`src/rtl/demux4_stream.sv`:
```
// rtl/demux4_stream.sv - 1-to-4 stream demultiplexer with one holding register per channel
// Optional per-channel delivered-word counters: define DEMUX4_STREAM_CNT_EN.
module demux4_stream #(
    parameter int WIDTH = 2,
    parameter int CNT_W = 8
) (
    input  logic                 clk_i,
    input  logic                 rst_ni,
    input  logic                 in_valid_i,
    output logic                 in_ready_o,
    input  logic [1:0]           in_sel_i,
    input  logic [WIDTH-1:0]     in_data_i,
    output logic [3:0]           out_valid_o,
    input  logic [3:0]           out_ready_i,
    output logic [4*WIDTH-1:0]   out_data_o,
    output logic [4*CNT_W-1:0]   out_cnt_o
);

    logic [3:0]            full_q, full_d;
    logic [3:0][WIDTH-1:0] buf_q, buf_d;
    logic [3:0]            deliver;
    logic                  accept;

    // A full channel can still take a word in the same cycle its consumer drains it.
    assign in_ready_o = ~full_q[in_sel_i] | out_ready_i[in_sel_i];
    assign accept     = in_valid_i & in_ready_o;
    assign deliver    = full_q & out_ready_i;

    always_comb begin
        full_d = full_q;
        buf_d  = buf_q;
        for (int i = 0; i < 4; i++) begin
            if (deliver[i]) begin
                full_d[i] = 1'b0;
            end
            if (accept && (in_sel_i == 2'(i))) begin
                full_d[i] = 1'b1;
                buf_d[i]  = in_data_i;
            end
        end
    end

    always_ff @(posedge clk_i or negedge rst_ni) begin
        if (!rst_ni) begin
            full_q <= '0;
            buf_q  <= '0;
        end else begin
            full_q <= full_d;
            buf_q  <= buf_d;
        end
    end

    assign out_valid_o = full_q;
    assign out_data_o  = buf_q;

`ifdef DEMUX4_STREAM_CNT_EN
    logic [3:0][CNT_W-1:0] cnt_q, cnt_d;

    // Counters stick at all-ones instead of wrapping.
    always_comb begin
        cnt_d = cnt_q;
        for (int i = 0; i < 4; i++) begin
            if (deliver[i] && (cnt_q[i] != {CNT_W{1'b1}})) begin
                cnt_d[i] = cnt_q[i] + 1'b1;
            end
        end
    end

    always_ff @(posedge clk_i or negedge rst_ni) begin
        if (!rst_ni) begin
            cnt_q <= '0;
        end else begin
            cnt_q <= cnt_d;
        end
    end

    assign out_cnt_o = cnt_q;
`else
    assign out_cnt_o = '0;
`endif

endmodule

```
`config.mk`:
```
export PLATFORM = sky130hd
export DESIGN_NAME = demux4_stream
export DESIGN_NICKNAME = d
export VERILOG_FILES = /design/src/rtl/demux4_stream.sv
export SDC_FILE = /design/constraint.sdc
export NUM_CORES = 1
export LEC_CHECK = 0
export ABC_AREA = 1
export CAP_MARGIN = 20
export CELL_PAD_IN_SITES_DETAIL_PLACEMENT = 0
export CELL_PAD_IN_SITES_GLOBAL_PLACEMENT = 2
export CORE_ASPECT_RATIO = 0.75
export CORE_MARGIN = 5
export CORE_UTILIZATION = 27
export CTS_CLUSTER_DIAMETER = 200
export CTS_CLUSTER_SIZE = 24
export DETAILED_ROUTE_END_ITERATION = 6
export DONT_BUFFER_PORTS = 1
export PLACE_DENSITY_LB_ADDON = 0.1
export SETUP_SLACK_MARGIN = 0.1
export SKIP_CTS_REPAIR_TIMING = 1
export SYNTH_ARGS = -nofsm -noshare
export SYNTH_HDL_FRONTEND = slang
export SYNTH_SLANG_ARGS = --single-unit
```
`constraint.sdc`:
```
create_clock -name clk_i -period 1.01 [get_ports clk_i]
set_input_delay 0.202 -clock clk_i [delete_from_list [all_inputs] [get_ports clk_i]]
set_output_delay 0.202 -clock clk_i [all_outputs]
set_load 0.01 [all_outputs]
```
## Word-level counts from Yosys, hierarchy flattened

Cells that the tools add are included.
W data, S select, Z words.

| storage, ports and cells | value |
|---|---|
| bits of input ports | 11 |
| output and inout bits | 45 |
| register bits | 12 |

| operators by class | value |
|---|---|
| eq/ne operators | 3 |
| bitwise logic cells | 4 |
| order comparisons | 1 |
| reduce and logical (&&, ||, !) cells | 9 |
| mux-type cells | 12 |

Operators with widths:

| operator | number |
|---|---|
| $mux W1 | 10 |
| $reduce_bool A2 Y1 | 4 |
| $and A4 B4 Y4 | 1 |
| $bmux W1 S2 | 2 |
| $eq A2 B2 Y1 const B | 2 |
| $logic_and A1 B1 Y1 | 4 |
| $lt A2 B3 Y1 const B | 1 |
| $eq A2 B1 Y1 const B | 1 |
| $logic_not A2 Y1 | 1 |
| $and A1 B1 Y1 | 1 |
| $not A1 Y1 | 1 |
| $or A1 B1 Y1 | 1 |

## Logic depth before layout (Yosys ltp)

Gate-level depths: netlist (run 1).

| logic depth | value |
|---|---|
| depth after elaboration | 7 |
| gate-level depth with buffers | 11 |
| depth with buffers taken out | 9 |

## Worst setup path after synthesis (run 1)

Ideal clock, no wire load.

| path | value |
|---|---|
| path kind | register to register |
| start | register full_q[3] (netlist: out_valid_o[3]) |
| end | register buf_q (netlist bit out_data_o[4]) |
| slack | -0.127 ns |
| clock period less this slack | 1.137 ns |
| arrival | 1.020 ns |
| stages on the path, launching flop included | 10 |
| required time | 0.893 ns |
| setup time | 0.117 ns |
| path buffers | 1 |
| cell sequence | dfrtp_1 nand2_1 nand2_1 nand2_1 nand2_2 nand2_2 buf_6 nand3_2 nand2_1 nand2_1 |

| between the ends | value |
|---|---|
| cells in the longest elaborated chain, start to end | 6 |

Ends and longest elaborated chain:

| what | line | text |
|---|---|---|
| start: declaration | 19 | `logic [3:0] full_q, full_d;` |
| start signal: assignment | 48 | `full_q <= full_d;` |
| $bmux W1 S2 | 25 | `assign in_ready_o = ~full_q[in_sel_i] \| out_ready_i[in_sel_i];` |
| $mux W1 (not written as such) | 25 |  |
| $not A1 Y1 | 25 |  |
| $or A1 B1 Y1 | 25 |  |
| named net in_ready_o | 10 | `output logic in_ready_o,` |
| $and A1 B1 Y1 | 26 | `assign accept = in_valid_i & in_ready_o;` |
| $logic_and A1 B1 Y1 | 36 | `if (accept && (in_sel_i == 2'(i))) begin` |
| end signal: assignment | 49 | `buf_q <= buf_d;` |
| end: declaration | 20 | `logic [3:0][WIDTH-1:0] buf_q, buf_d;` |

The timed path passes the listed nets, and every way through them passes these cells. The select of a mux whose other input is x is not followed.
A chain may end at the register's enable or synchronous reset.

## Worst setup path in the final report (run 1)

| path | value |
|---|---|
| start | register full_q[3] (netlist: out_valid_o[3]) |
| end | output in_ready_o |

| between the ends | value |
|---|---|
| cells in the longest elaborated chain, start to end | 4 |

Ends and longest elaborated chain:

| what | line |
|---|---|
| $bmux W1 S2 | 25 |
| $mux W1 (not written as such) | 25 |
| $not A1 Y1 | 25 |
| $or A1 B1 Y1 | 25 |
| end: declaration | 10 |

Every way passes these cells. The select of a mux whose other input is x is not followed.

==> results of run 1 <==
## path summary, 6_finish.rpt
path / end / startpoint / cells past startpoint / slack (ns)
max in group asynchronous: out_data_o[6] / rst_ni / 1 / 0.21
min in group asynchronous: out_valid_o[1] / rst_ni / 1 / 0.41
worst max register to register: out_data_o[1] / out_valid_o[3] / 9 / -0.19
worst min-delay path: out_valid_o[0] / out_ready_i[0] / 1 / 0.04
worst max-delay path: in_ready_o / out_valid_o[3] / 6 / -0.25
worst min register to register: out_data_o[6] / out_data_o[6] / 2 / 0.54
## power groups by stage
stage               Clock (mW)  Combinational, mW  Sequential, mW
floorplan                    0              0.280           0.649
global placement             0              0.234           0.653
detailed placement           0              0.236           0.655
CTS                      0.450              0.237           0.648
global route             0.475              0.335           0.657
finish                   0.426              0.296           0.646
## layer usage
layer | vias to the layer above | track usage | wire length, microns
met3 | 0 | 0.0614 | 305
li1 | 299 | - | -
met4 | 0 | 0.0152 | 0
met5 | - | 0 | 0
met1 | 290 | 0.109 | 789
met2 | 32 | 0.125 | 854
## cell type report
type,instances,share of cell area
inverters,7,0.0279
well taps,38,0.0505
repair buffers,11,0.106
multi-input cells,85,0.453
flip-flops and latches,12,0.319
clock buffers,3,0.0438
## state kept, by name, summed over array words and instances (netlist names)
signal / flops
out_data_o: 8
out_valid_o: 4
## cell usage after synthesis
cell,instances
buf_4,32
nand2_1,25
dfrtp_1,12
nand4_1,8
nand3_1,6
inv_1,5
nand2_2,5
o21ai_0,3
buf_6,2
inv_2,2
nor2_1,2
nor2_2,2
buf_2,1
conb_1,1
nand3_2,1
o21ai_1,1
## through the flow
step	cell area [sq um]	util
3_5_place_dp	807	0.271
6_report	942	0.316
5_1_grt	942	0.316
3_3_place_gp	807	0.271
2_1_floorplan	975	-
4_1_cts	848	0.285
## logic make-up (layout without fill, tap and decap cells)
group                  Yosys count  in the layout  share of synthesized area
and+or+nand+nor                 49             49                      0.276
buffers and inverters           42             21                      0.345
DFF                             12             12                      0.352
AOI/OAI and AO/OA                4              4                     0.0234
other                            1             32                    0.00439
==> impl_metrics.yaml, run 1 <==
worst_hold_path:
  min_path_type: "input port to register"
clocking:
  numClockSinks: 12
  root_buffer: "clkbuf_8"
  clk_pin_slew_ns: 0.05
  cts_tree: "done"
  cts_buffer_depth: 2
  cts_inserted_buffers: 3
  clkLatencyLatePin_ns: 0.24
  cts_max_level: 1
synth:
  yosysTopAreaCellShare: 0.352
  netlist_area_sq_um: 853
  syn_avg_cell_area_sq_um: 7.90
  ys_seq_area_frac: 0.352
  yosysTopAreaCell: "dfrtp_1"
  synthCells: 108
  yosys_warnings: 0
  ys_ff_latch: 12
  synthDistinctLibCells: 16
  synth_area_leaders: "dfrtp_1, buf_4, nand2_1"
power:
  p_leak_nw: 0.504
  p_seq_frac: 0.472
  power_mw: 1.37
  ir_worst_vdd_mv: 0.752
  combPwrFrac: 0.216
  internal_power_uw: 935
  power_density_nw_per_um2: 1450
  p_sw_frac: 0.317
  power.share.clock: 0.312
  netSwitchingPower_uw: 433
final_layout:
  multi_input_area_sq_um: 427
  fillCellCount: 355
  seq_area_sq_um: 300
  nets: 131
  mostFrequentLayoutCell: "conb_1"
  synthToLayoutAreaGrowth_pct: 10.4
  most-common-layout-cells: "conb_1, nand2_1, dfrtp_1"
  drive_gt1_frac: 0.229
  n_antenna_cell: 0
  final_cells: 156
sta:
  hold_viol: 0
  final_max_slew_viol_count: 0
  finalSetupViolCount: 14
  fin_hold_ws_ns: 0.0379
  fin_skew_ns: 0.00389
  fin_ws_ns: -0.248
  timing.fmax_ghz: 0.795
  worst_pin_slew_ns: 0.590
  finalCriticalPeriod_ns: 1.26
  rsz0062_at_grt: "yes"
  setup-tns-final_ns: -1.71
  slew_headroom: 0.606
  finalCritPeriodShare: 1.25
placement:
  gp_congestion: 0.722
  place_hpwl_microns: 1590
  dp.cells: 149
  io_buffers: 0
  dpl_worst_slack_ns: -0.112
die:
  die_y_microns: 58.7
  start_util: 0.287
  core-area_sq_um: 2980
  dieArea_sq_um: 4400
  ioPinCount: 56
  die_x_microns: 74.9
  rows: 17
run_status:
  outcome: "finished, violations left"
  failed_checks: "negative setup slack"
drt:
  vias: 621
  avgRoutedWirePerCell_microns: 12.5
  wirelength_microns: 1950
  dr.pass1.iters: 3
  vias_per_cell: 3.98
  postRouteAntennaNets: 0
  drc: 0
  first_iter_violations: 13
critical_path:
  arrival_ns: 1.06
  crit_required_ns: 0.81
  cp_top_family: "flip-flops"
  critPathBufInv: 1
  crit_path_start_kind: "register"
  critPathSlowestCell: "dfrtp_1"
  cpMostUsedCell: "nand2_1"
  cp-end-kind: "primary output"
  cp_slowest_stage_delay_ns: 0.38
  critPathKind: "register to primary output"
  path_max_fanout: 5
  cp_cell_sequence: "nand2_1 > nand2_1 > nand2_1 > nand2_2 > nand2_4 > buf_6"
global_route:
  grt_max_degree: 13
  grt_pass1_wl_microns: 2820
  overflow: 0
  grt.total_usage: 0.0875
  grt_pass1_vias: 557
  grt_antenna_before_repair: 0
flow_run:
  drv_cap: 0
No activity file was read; power rests on OpenSTA's default activity.
==> run 2: changes to the inputs <==
--- a/config.mk
+++ b/config.mk
@@ -17,8 +17,10 @@
 export DETAILED_ROUTE_END_ITERATION = 6
 export DONT_BUFFER_PORTS = 1
 export PLACE_DENSITY_LB_ADDON = 0.1
+export REMOVE_ABC_BUFFERS = 1
 export SETUP_SLACK_MARGIN = 0.1
 export SKIP_CTS_REPAIR_TIMING = 1
+export SKIP_LAST_GASP = 1
 export SYNTH_ARGS = -nofsm -noshare
 export SYNTH_HDL_FRONTEND = slang
 export SYNTH_SLANG_ARGS = --single-unit
==> run 2 against run 1 <==
  * The run still ends with negative setup slack left
  * Via count is 2.7% lower
  * Sequential cell count is the same
  * Clock skew shrank 0.0013 ns
  * Setup slack got worse by 0.0011 ns
  * Die area did not move
  * Clock power rose by 4%
  * Hold slack improved by 0.016 ns
  * Global-route usage grew 0.38 points
==> impl_metrics.yaml, run 2 (synthesis results as in run 1) <==
final_layout:
  mostFrequentLayoutCell: "conb_1"
  multi_input_area_sq_um: 405
  fillCellCount: 336
  largest_register_ffs: 8
  nets: 131
  n_antenna_cell: 0
  most-common-layout-cells: "conb_1, nand2_1, dfrtp_1"
  seq_area_sq_um: 300
  synthToLayoutAreaGrowth_pct: 7.04
  drive_gt1_frac: 0.212
  finalCoreUtilization: 0.307
sta:
  finalCriticalPeriod_ns: 1.26
  fin_ws_ns: -0.249
  worst_pin_slew_ns: 0.603
  final_max_slew_viol_count: 0
  fin_skew_ns: 0.00260
  timing.fmax_ghz: 0.794
  finalCritPeriodShare: 1.25
  hold_viol: 0
  slew_headroom: 0.596
  finalSetupViolCount: 12
  fin_hold_ws_ns: 0.0535
  rsz0062_at_grt: "yes"
clocking:
  root_buffer: "clkbuf_8"
  cts_max_level: 1
  cts_inserted_buffers: 3
  cts_tree: "done"
  clk_pin_slew_ns: 0.05
  clkLatencyLatePin_ns: 0.24
  numClockSinks: 12
  cts_buffer_depth: 2
placement:
  place_hpwl_microns: 1630
  io_buffers: 0
  dpl_worst_slack_ns: -0.128
  gp_congestion: 0.713
drt:
  vias_per_cell: 3.87
  vias: 604
  drc: 0
  postRouteAntennaNets: 0
  dr.pass1.iters: 3
  first_iter_violations: 18
  wirelength_microns: 2030
  avgRoutedWirePerCell_microns: 13.0
die:
  dieArea_sq_um: 4400
  die_y_microns: 58.7
  rows: 17
  start_util: 0.287
  ioPinCount: 56
  die_x_microns: 74.9
  core-area_sq_um: 2980
global_route:
  grt_pass1_vias: 586
  grt.total_usage: 0.0914
  overflow: 0
  grt_max_degree: 13
  grt_pass1_wl_microns: 2930
  grt_antenna_before_repair: 0
critical_path:
  critPathSlowestCell: "dfrtp_1"
  crit_path_start_kind: "register"
  crit_required_ns: 0.81
  cp_top_family: "flip-flops"
  rrSetupSlack_ns: -0.20
  cp-end-kind: "primary output"
  critPathBufInv: 1
  r2r-start: "out_valid_o[3]"
  path_max_fanout: 5
  worstSetupStartpoint: "out_valid_o[3]"
  critPathKind: "register to primary output"
  cp_slowest_stage_delay_ns: 0.38
  cp_cell_sequence: "nand2_1 > nand2_1 > nand2_1 > nand2_2 > nand2_4 > buf_6"
  arrival_ns: 1.06
  cpMostUsedCell: "nand2_1"
worst_hold_path:
  min_path_type: "input port to register"
  min_from: "out_ready_i[0]"
run_status:
  outcome: "finished, violations left"
  failed_checks: "negative setup slack"
power:
  p_leak_nw: 0.499
  power_density_nw_per_um2: 1500
  ir_worst_vdd_mv: 0.485
flow_run:
  drv_cap: 0
run 2: power breakdown:
group / switching [mW] / internal [mW] / total [mW]
Sequential: 0.0831 / 0.560 / 0.644
Clock: 0.179 / 0.263 / 0.442
Combinational: 0.180 / 0.100 / 0.280
Total: 0.443 / 0.924 / 1.37
run 2: per-layer routing:
layer	GRT usage	part of all wire
met1	0.116	0.41
met2	0.136	0.46
met3	0.0478	0.13
met4	0.0228	0.0054
met5	0	0
run 2: worst paths after layout:
| kind | end | cells after the start |
|---|---|---|
| worst max-delay path | in_ready_o | 6 |
| worst min-delay path | out_valid_o[0] | 1 |
| worst max register to register | out_data_o[7] | 9 |
| worst min register to register | out_data_o[4] | 2 |
| max in group asynchronous | out_data_o[4] | 1 |
| min in group asynchronous | out_valid_o[1] | 1 |
run 2: stage by stage:
stage,TNS (ns),area [sq um],cells,power (mW)
after global routing,-2.87,913,156,1.45
final,-1.67,913,156,1.37
after detailed placement,-1.10,817,151,0.897
after CTS,-1.49,858,154,1.35
after global placement,-1.31,817,151,0.896
after floorplan,-1.57,702,104,0.815
run 2: area by class of cell:
cell class	count	area share
Clock buffer	3	0.0452
Timing Repair Buffer	11	0.101
Inverter	7	0.0288
Tap cell	38	0.0521
Multi-Input combinational cell	85	0.444
Sequential cell	12	0.329
